[src/rtl/uart_reg_control_pkg.sv]
// uart_reg_control_pkg: packet beat type, controller states and constants for the register-access controller.
// Shared by uart_reg_control and uart_ctrl_regfile.
package uart_reg_control_pkg;

    typedef struct packed {
        logic [7:0] Destination;
        logic [7:0] Source;
        logic [7:0] Length;
        logic [7:0] Data;
        logic       SoP;
        logic       Valid;
    } UART_PACKET;

    typedef enum logic [1:0] {IDLE, COLLECT, REPLY} CTRL_STATE;

    localparam logic [7:0] CTRL_LEN_READ = 8'd1;

    function automatic UART_PACKET mk_reply(input logic [7:0] dst, input logic [7:0] src, input logic [7:0] data);
        mk_reply = '{Destination: dst, Source: src, Length: CTRL_LEN_READ, Data: data, SoP: 1'b1, Valid: 1'b1};
    endfunction

endpackage

[src/rtl/uart_ctrl_regfile.sv]
// uart_ctrl_regfile: NUM_REGS x 8-bit register bank with one write port, a combinational read port
// and the whole bank flattened onto o_regs (reg k on bits [8k+7:8k]).
module uart_ctrl_regfile
    import uart_reg_control_pkg::*;
#(
    parameter  int NUM_REGS = 16,
    localparam int AW       = $clog2(NUM_REGS)
) (
    input  logic                  i_clk,
    input  logic                  i_rst_n,
    input  logic                  i_wr_en,
    input  logic [AW-1:0]         i_wr_addr,
    input  logic [7:0]            i_wr_data,
    input  logic [AW-1:0]         i_rd_addr,
    output logic [7:0]            o_rd_data,
    output logic [NUM_REGS*8-1:0] o_regs
);

    logic [7:0] r_mem [NUM_REGS];

    always_ff @(posedge i_clk or negedge i_rst_n) begin
        if (!i_rst_n) begin
            for (int i = 0; i < NUM_REGS; i++) r_mem[i] <= '0;
        end else if (i_wr_en) begin
            r_mem[i_wr_addr] <= i_wr_data;
        end
    end

    assign o_rd_data = r_mem[i_rd_addr];

    for (genvar k = 0; k < NUM_REGS; k++) begin : g_flat
        assign o_regs[8*k +: 8] = r_mem[k];
    end

endmodule

[src/rtl/uart_reg_control.sv]
// uart_reg_control: decodes read/write packets addressed to NODE_ADDR, updates the register bank and
// returns a one-byte reply beat. Optional error counter enabled by UART_CTRL_ERR_COUNT_EN.
module uart_reg_control
    import uart_reg_control_pkg::*;
#(
    parameter logic [7:0] NODE_ADDR = 8'h7A,
    parameter int         NUM_REGS  = 16
) (
    input  logic                  ipClk,
    input  logic                  ipReset,
    input  UART_PACKET            ipRxStream,
    output UART_PACKET            opTxStream,
    input  logic                  ipTxReady,
    output logic [NUM_REGS*8-1:0] opRegs
`ifdef UART_CTRL_ERR_COUNT_EN
    ,
    output logic [7:0]            opErrCount
`endif
);

    localparam int AW = $clog2(NUM_REGS);

    CTRL_STATE     r_state, w_state_nx;
    logic [AW-1:0] r_addr, w_addr_nx;
    logic [7:0]    r_src, w_src_nx;
    logic [7:0]    r_len, w_len_nx;
    logic [7:0]    r_cnt, w_cnt_nx;
    UART_PACKET    r_tx, w_tx_nx;
    logic [7:0]    w_rd_data;
    logic          w_wr_en;
    logic          w_sop;
    logic          w_ours;
    logic          w_hdr_ok;

    assign w_sop    = ipRxStream.Valid && ipRxStream.SoP;
    assign w_ours   = ipRxStream.Destination == NODE_ADDR;
    assign w_hdr_ok = w_ours && ipRxStream.Length != 8'd0 && ipRxStream.Data < 8'(NUM_REGS);

    uart_ctrl_regfile #(.NUM_REGS(NUM_REGS)) u_regfile (
        .i_clk     (ipClk),
        .i_rst_n   (ipReset),
        .i_wr_en   (w_wr_en),
        .i_wr_addr (r_addr),
        .i_wr_data (ipRxStream.Data),
        .i_rd_addr (ipRxStream.Data[AW-1:0]),
        .o_rd_data (w_rd_data),
        .o_regs    (opRegs)
    );

    always_ff @(posedge ipClk or negedge ipReset) begin
        if (!ipReset) begin
            r_state <= IDLE;
            r_addr  <= '0;
            r_src   <= '0;
            r_len   <= '0;
            r_cnt   <= '0;
            r_tx    <= '0;
        end else begin
            r_state <= w_state_nx;
            r_addr  <= w_addr_nx;
            r_src   <= w_src_nx;
            r_len   <= w_len_nx;
            r_cnt   <= w_cnt_nx;
            r_tx    <= w_tx_nx;
        end
    end

    // A SoP seen outside REPLY is always decoded, so it overrides any burst in progress.
    always_comb begin
        w_state_nx = r_state;
        w_addr_nx  = r_addr;
        w_src_nx   = r_src;
        w_len_nx   = r_len;
        w_cnt_nx   = r_cnt;
        w_tx_nx    = r_tx;
        w_wr_en    = 1'b0;
        if (r_state == REPLY) begin
            if (ipTxReady) begin
                w_state_nx = IDLE;
                w_tx_nx    = '0;
            end
        end else begin
            if (r_state == COLLECT && ipRxStream.Valid && !ipRxStream.SoP) begin
                w_wr_en   = 1'b1;
                w_addr_nx = r_addr + 1'b1;
                w_cnt_nx  = r_cnt + 8'd1;
                if (w_cnt_nx == r_len) begin
                    w_state_nx = REPLY;
                    w_tx_nx    = mk_reply(r_src, NODE_ADDR, r_len - 8'd1);
                end
            end
            if (w_sop) begin
                w_state_nx = IDLE;
                if (w_hdr_ok) begin
                    w_addr_nx  = ipRxStream.Data[AW-1:0];
                    w_src_nx   = ipRxStream.Source;
                    w_len_nx   = ipRxStream.Length;
                    w_cnt_nx   = 8'd1;
                    w_state_nx = (ipRxStream.Length == CTRL_LEN_READ) ? REPLY : COLLECT;
                    if (ipRxStream.Length == CTRL_LEN_READ)
                        w_tx_nx = mk_reply(ipRxStream.Source, NODE_ADDR, w_rd_data);
                end
            end
        end
    end

    assign opTxStream = r_tx;

`ifdef UART_CTRL_ERR_COUNT_EN
    logic [7:0] r_err;
    logic [1:0] w_err_inc;
    logic [8:0] w_err_sum;

    // An aborting SoP that is itself undecodable costs two errors in the same cycle.
    assign w_err_inc = {1'b0, r_state == COLLECT && w_sop}
                     + {1'b0, r_state != REPLY && w_sop && w_ours && !w_hdr_ok}
                     + {1'b0, r_state == REPLY && w_sop};
    assign w_err_sum = {1'b0, r_err} + {7'd0, w_err_inc};

    always_ff @(posedge ipClk or negedge ipReset) begin
        if (!ipReset) r_err <= '0;
        else          r_err <= w_err_sum[8] ? 8'hFF : w_err_sum[7:0];
    end

    assign opErrCount = r_err;
`endif

endmodule

[config.mk]
export PLATFORM = sky130hd
export DESIGN_NAME = uart_reg_control
export DESIGN_NICKNAME = d
export VERILOG_FILES = /design/src/rtl/uart_reg_control_pkg.sv /design/src/rtl/uart_ctrl_regfile.sv /design/src/rtl/uart_reg_control.sv
export SDC_FILE = /design/constraint.sdc
export NUM_CORES = 1
export LEC_CHECK = 0
export CAP_MARGIN = 5
export CORE_ASPECT_RATIO = 0.8
export CORE_UTILIZATION = 55
export DETAILED_ROUTE_END_ITERATION = 12
export GPL_ROUTABILITY_DRIVEN = 0
export PLACE_DENSITY = 0.89
export SYNTH_ARGS = -nofsm -noshare
export SYNTH_HDL_FRONTEND = slang
export SYNTH_SLANG_ARGS = --single-unit
[constraint.sdc]
create_clock -name ipClk -period 3.48 [get_ports ipClk]
set_input_delay 1.044 -clock ipClk [delete_from_list [all_inputs] [get_ports ipClk]]
set_output_delay 1.044 -clock ipClk [all_outputs]
set_load 0.02 [all_outputs]
==> results.yml <==
outcome:
  status: "finished, final reports clean"
worst_setup_path:
  timing.critical_path.slowest_cell_delay_ns: 0.53
  crit_family: "buffers and inverters"
  criticalPathCategory: "primary input to flop"
  crit_chain: "clkdlybuf4s50_1, nor4b_2, nand4_1, buf_4, o311a_1, a22oi_1, o21ai_1"
  r2r_end: "opTxStream[30]"
  worst-r2r-setup-slack_ns: 0.88
  r2r_cells: 8
  critPathLaunchType: "primary input"
  slowest_stage: "clkdlybuf4s50_1"
  cp_num_cells: 7
  critPathBufInv: 2
  crit_fanout: 9
  required_ns: 3.78
  cp.arrival_ns: 3.32
  end_kind: "flop"
  r2r-start: "r_cnt[0]"
power_and_ir_drop:
  p_clk_frac: 0.438
  total_power_mw: 4.48
  p_sw_mw: 1.08
  swShare: 0.241
  power_leakage_nw: 5.42
  p_int_mw: 3.40
  combPwrFrac: 0.062
  vdd_ir_drop_max_v: 0.000339
  sequentialPowerShare: 0.500
  powerDensity_mw_per_mm2: 375
clock_tree:
  insertion_delay_ns: 0.45
  clock_sinks: 192
  postCtsHoldBufs: 0
  post-cts-setup-buffers: 0
  post_cts_resized: 0
  cts_tree: "built"
  clockBufferDepth: 2
  clkTransAtPathRegs_ns: 0.07
  cts_inserted_buffers: 17
  clock-root-buffer: "clkbuf_16"
  h-tree-depth: 4
logic_synthesis:
  synth_edf_count: 0
  synth_flop_cell: "dfrtp_1"
  async_reset_ff_frac: 1.00
  synth_warnings: 0
  synth.cell_area_mm2: 0.00902
  netlist_instances: 661
  synth_seq_cells: 192
  yosysSeqAreaShare: 0.533
  ys_top_cells_by_area: "dfrtp_1 53%, mux2_2 18%, mux4_2 8.2%"
  syn_nets: 704
  yosys.cell_types.count: 52
  avgSynthCellArea_um2: 13.6
  yosys.area.top_type: "dfrtp_1"
  yosys.area.top_type_share: 0.533
die:
  start_util: 0.567
  die-area_mm2: 0.0169
  die_y_um: 117
  num_rows: 41
  core_mm2: 0.0159
  ioPinCount: 199
  die_w_um: 145
timing:
  fin_crit_ns: 3.01
  skew_ns: 0.0125
  tightest_slew_ns: 0.919
  setup-tns-final_ns: 0
  relSlewSlack: 0.387
  layout_worst_path_cycle_share: 0.866
  rsz0062_at_grt: "no"
  slew_violations: 0
  report.final.hold_viol_count: 0
  setup_viol: 0
  fmax_ghz: 0.332
routing:
  wl_um: 26100
  num_vias: 6969
  ant_nets: 0
  vias_per_cell: 6.38
  first_iter_violations: 563
  drtPass1Iterations: 5
  wl_per_cell_um: 23.9
  drc: 0
min_path:
  hold_start: "opTxStream[7]"
  hold_path_class: "flop to flop"
  hold_path_end: "opTxStream[7]"
  whs_path_depth: 1
global_routing:
  grt_overflow: 0
  grt_usage: 0.318
  grt_pass1_wl_um: 39900
  grt_max_degree: 81
  grt_pass1_vias: 6805
  antenna_found_initial: 0
final_layout:
  layout.nets: 907
  syn_to_final_growth_pct: 32.2
  layout-drive-gt1-share: 0.282
  antenna-diode-count: 0
  fin_util: 0.750
  fillers: 943
job:
  maxCapViolCount: 0
placed_design:
  dpl.hpwl_um: 17900
  port_buffers: 198
==> per-stage QoR <==
stage | hold slack, ns | std cells | cell area (um2) | setup WS [ns]
6_report | 0.489 | 1092 | 11900 | 0.468
5_1_grt | 0.497 | 1092 | 11900 | 0.427
4_1_cts | 0.491 | 1092 | 11900 | 0.490
3_5_place_dp | 0.475 | 1060 | 11300 | 0.0795
3_3_place_gp | 0.466 | 1060 | 11300 | 0.153
2_1_floorplan | 0.457 | 661 | 9020 | 0.761
==> layout by cell type, fill, tap and decap left out, types with 3 or more instances in the layout <==
| cell type | n |
|---|---|
| o22ai_1 | 3 |
| clkinv_4 | 4 |
| nand4_1 | 10 |
| a21o_1 | 8 |
| nand2_1 | 25 |
| mux4_2 | 33 |
| o32ai_1 | 7 |
| o21ai_1 | 17 |
| nor2b_1 | 3 |
| ha_1 | 6 |
| a22oi_1 | 9 |
| xor2_1 | 6 |
| mux2_2 | 141 |
| o311a_1 | 8 |
| buf_12 | 4 |
| nor2_1 | 17 |
| a41oi_1 | 8 |
| buf_4 | 26 |
| or3_1 | 4 |
| dfrtp_1 | 192 |
| clkdlybuf4s50_1 | 195 |
| and2_1 | 4 |
| a22o_1 | 7 |
| inv_1 | 8 |
| a221oi_1 | 7 |
| clkbuf_16 | 17 |
| a21oi_1 | 11 |
| nand3_1 | 14 |
| xnor2_1 | 14 |
| nor3_1 | 3 |
| o21ai_0 | 17 |
| and3_1 | 10 |
==> power by group through the flow <==
| stage | sequential (mW) | clock (mW) | combinational (mW) |
|---|---|---|---|
| 6_report | 2.24 | 1.96 | 0.278 |
| 4_1_cts | 2.24 | 1.97 | 0.276 |
| 2_1_floorplan | 2.28 | 0 | 0.121 |
| 3_5_place_dp | 2.28 | 0 | 0.271 |
| 3_3_place_gp | 2.28 | 0 | 0.259 |
| 5_1_grt | 2.24 | 2.06 | 0.301 |
==> cell usage after synthesis, types with 2 or more instances <==
master and n:
and2_1 4, and3_1 10, dfrtp_1 192, a22oi_1 9, a221oi_1 7, ha_1 6, mux4_2 33, buf_4 3
nor4bb_1 2, nand2b_1 2, nand4b_1 2, mux2_2 141, a21o_1 8, nor4_1 2, o32ai_1 7, clkbuf_1 27
nand2_1 25, nor2_1 17, or3_1 4, nand3_1 14, o21ai_0 17, buf_2 12, inv_1 8, nor4b_2 2
nand4_1 10, o311a_1 8, xor2_1 6, a41oi_1 8, nor2b_1 3, a21oi_1 11, o21ai_1 17, nor3_1 3
xnor2_1 14, o22ai_1 3, a22o_1 7
==> area by class of cell <==
type	count	area, um2	area share
inverter	8	30.0	0.00252
clock inverter	13	155	0.0130
timing repair buffer	228	2250	0.189
tap	215	269	0.0226
multi-input combinational	417	3980	0.334
clock buffer	19	433	0.0363
sequential	192	4800	0.403
==> how the worst max path moves through the flow <==
| stage | startpoint | end |
|---|---|---|
| 3_5_place_dp | ipRxStream[9] | r_src[4] |
| 4_1_cts | ipRxStream[9] | opTxStream[30] |
| 3_3_place_gp | ipRxStream[9] | r_len[2] |
| 2_1_floorplan | ipRxStream[2] | opTxStream[4] |
| 6_report | ipRxStream[9] | opTxStream[30] |
| 5_1_grt | ipRxStream[9] | opTxStream[6] |
==> sequential cells by signal, summed over array words and instances (netlist names) <==
| register | flops |
|---|---|
| r_state | 2 |
| r_cnt | 8 |
| r_src | 8 |
| r_addr | 4 |
| u_regfile.o_regs | 128 |
| r_len | 8 |
| opTxStream | 34 |
==> cells by family after synthesis <==
kind of cell / Yosys count / synth area share
simple gates: 105 / 0.0638
compound gates: 110 / 0.0885
buf+inv: 52 / 0.0254
flops: 192 / 0.533
xor+xnor: 21 / 0.0212
fa+ha+maj: 6 / 0.00833
mux: 175 / 0.260
==> metal layers <==
layer | routed length [um] | global-route usage | vias to the layer above
met4 | 704 | 0.124 | 0
li1 | - | - | 2925
met1 | 10700 | 0.426 | 3587
met2 | 12300 | 0.503 | 400
met3 | 2330 | 0.0836 | 57
met5 | 0 | 0 | -
Note: power is estimated with default switching activity, not from simulation.
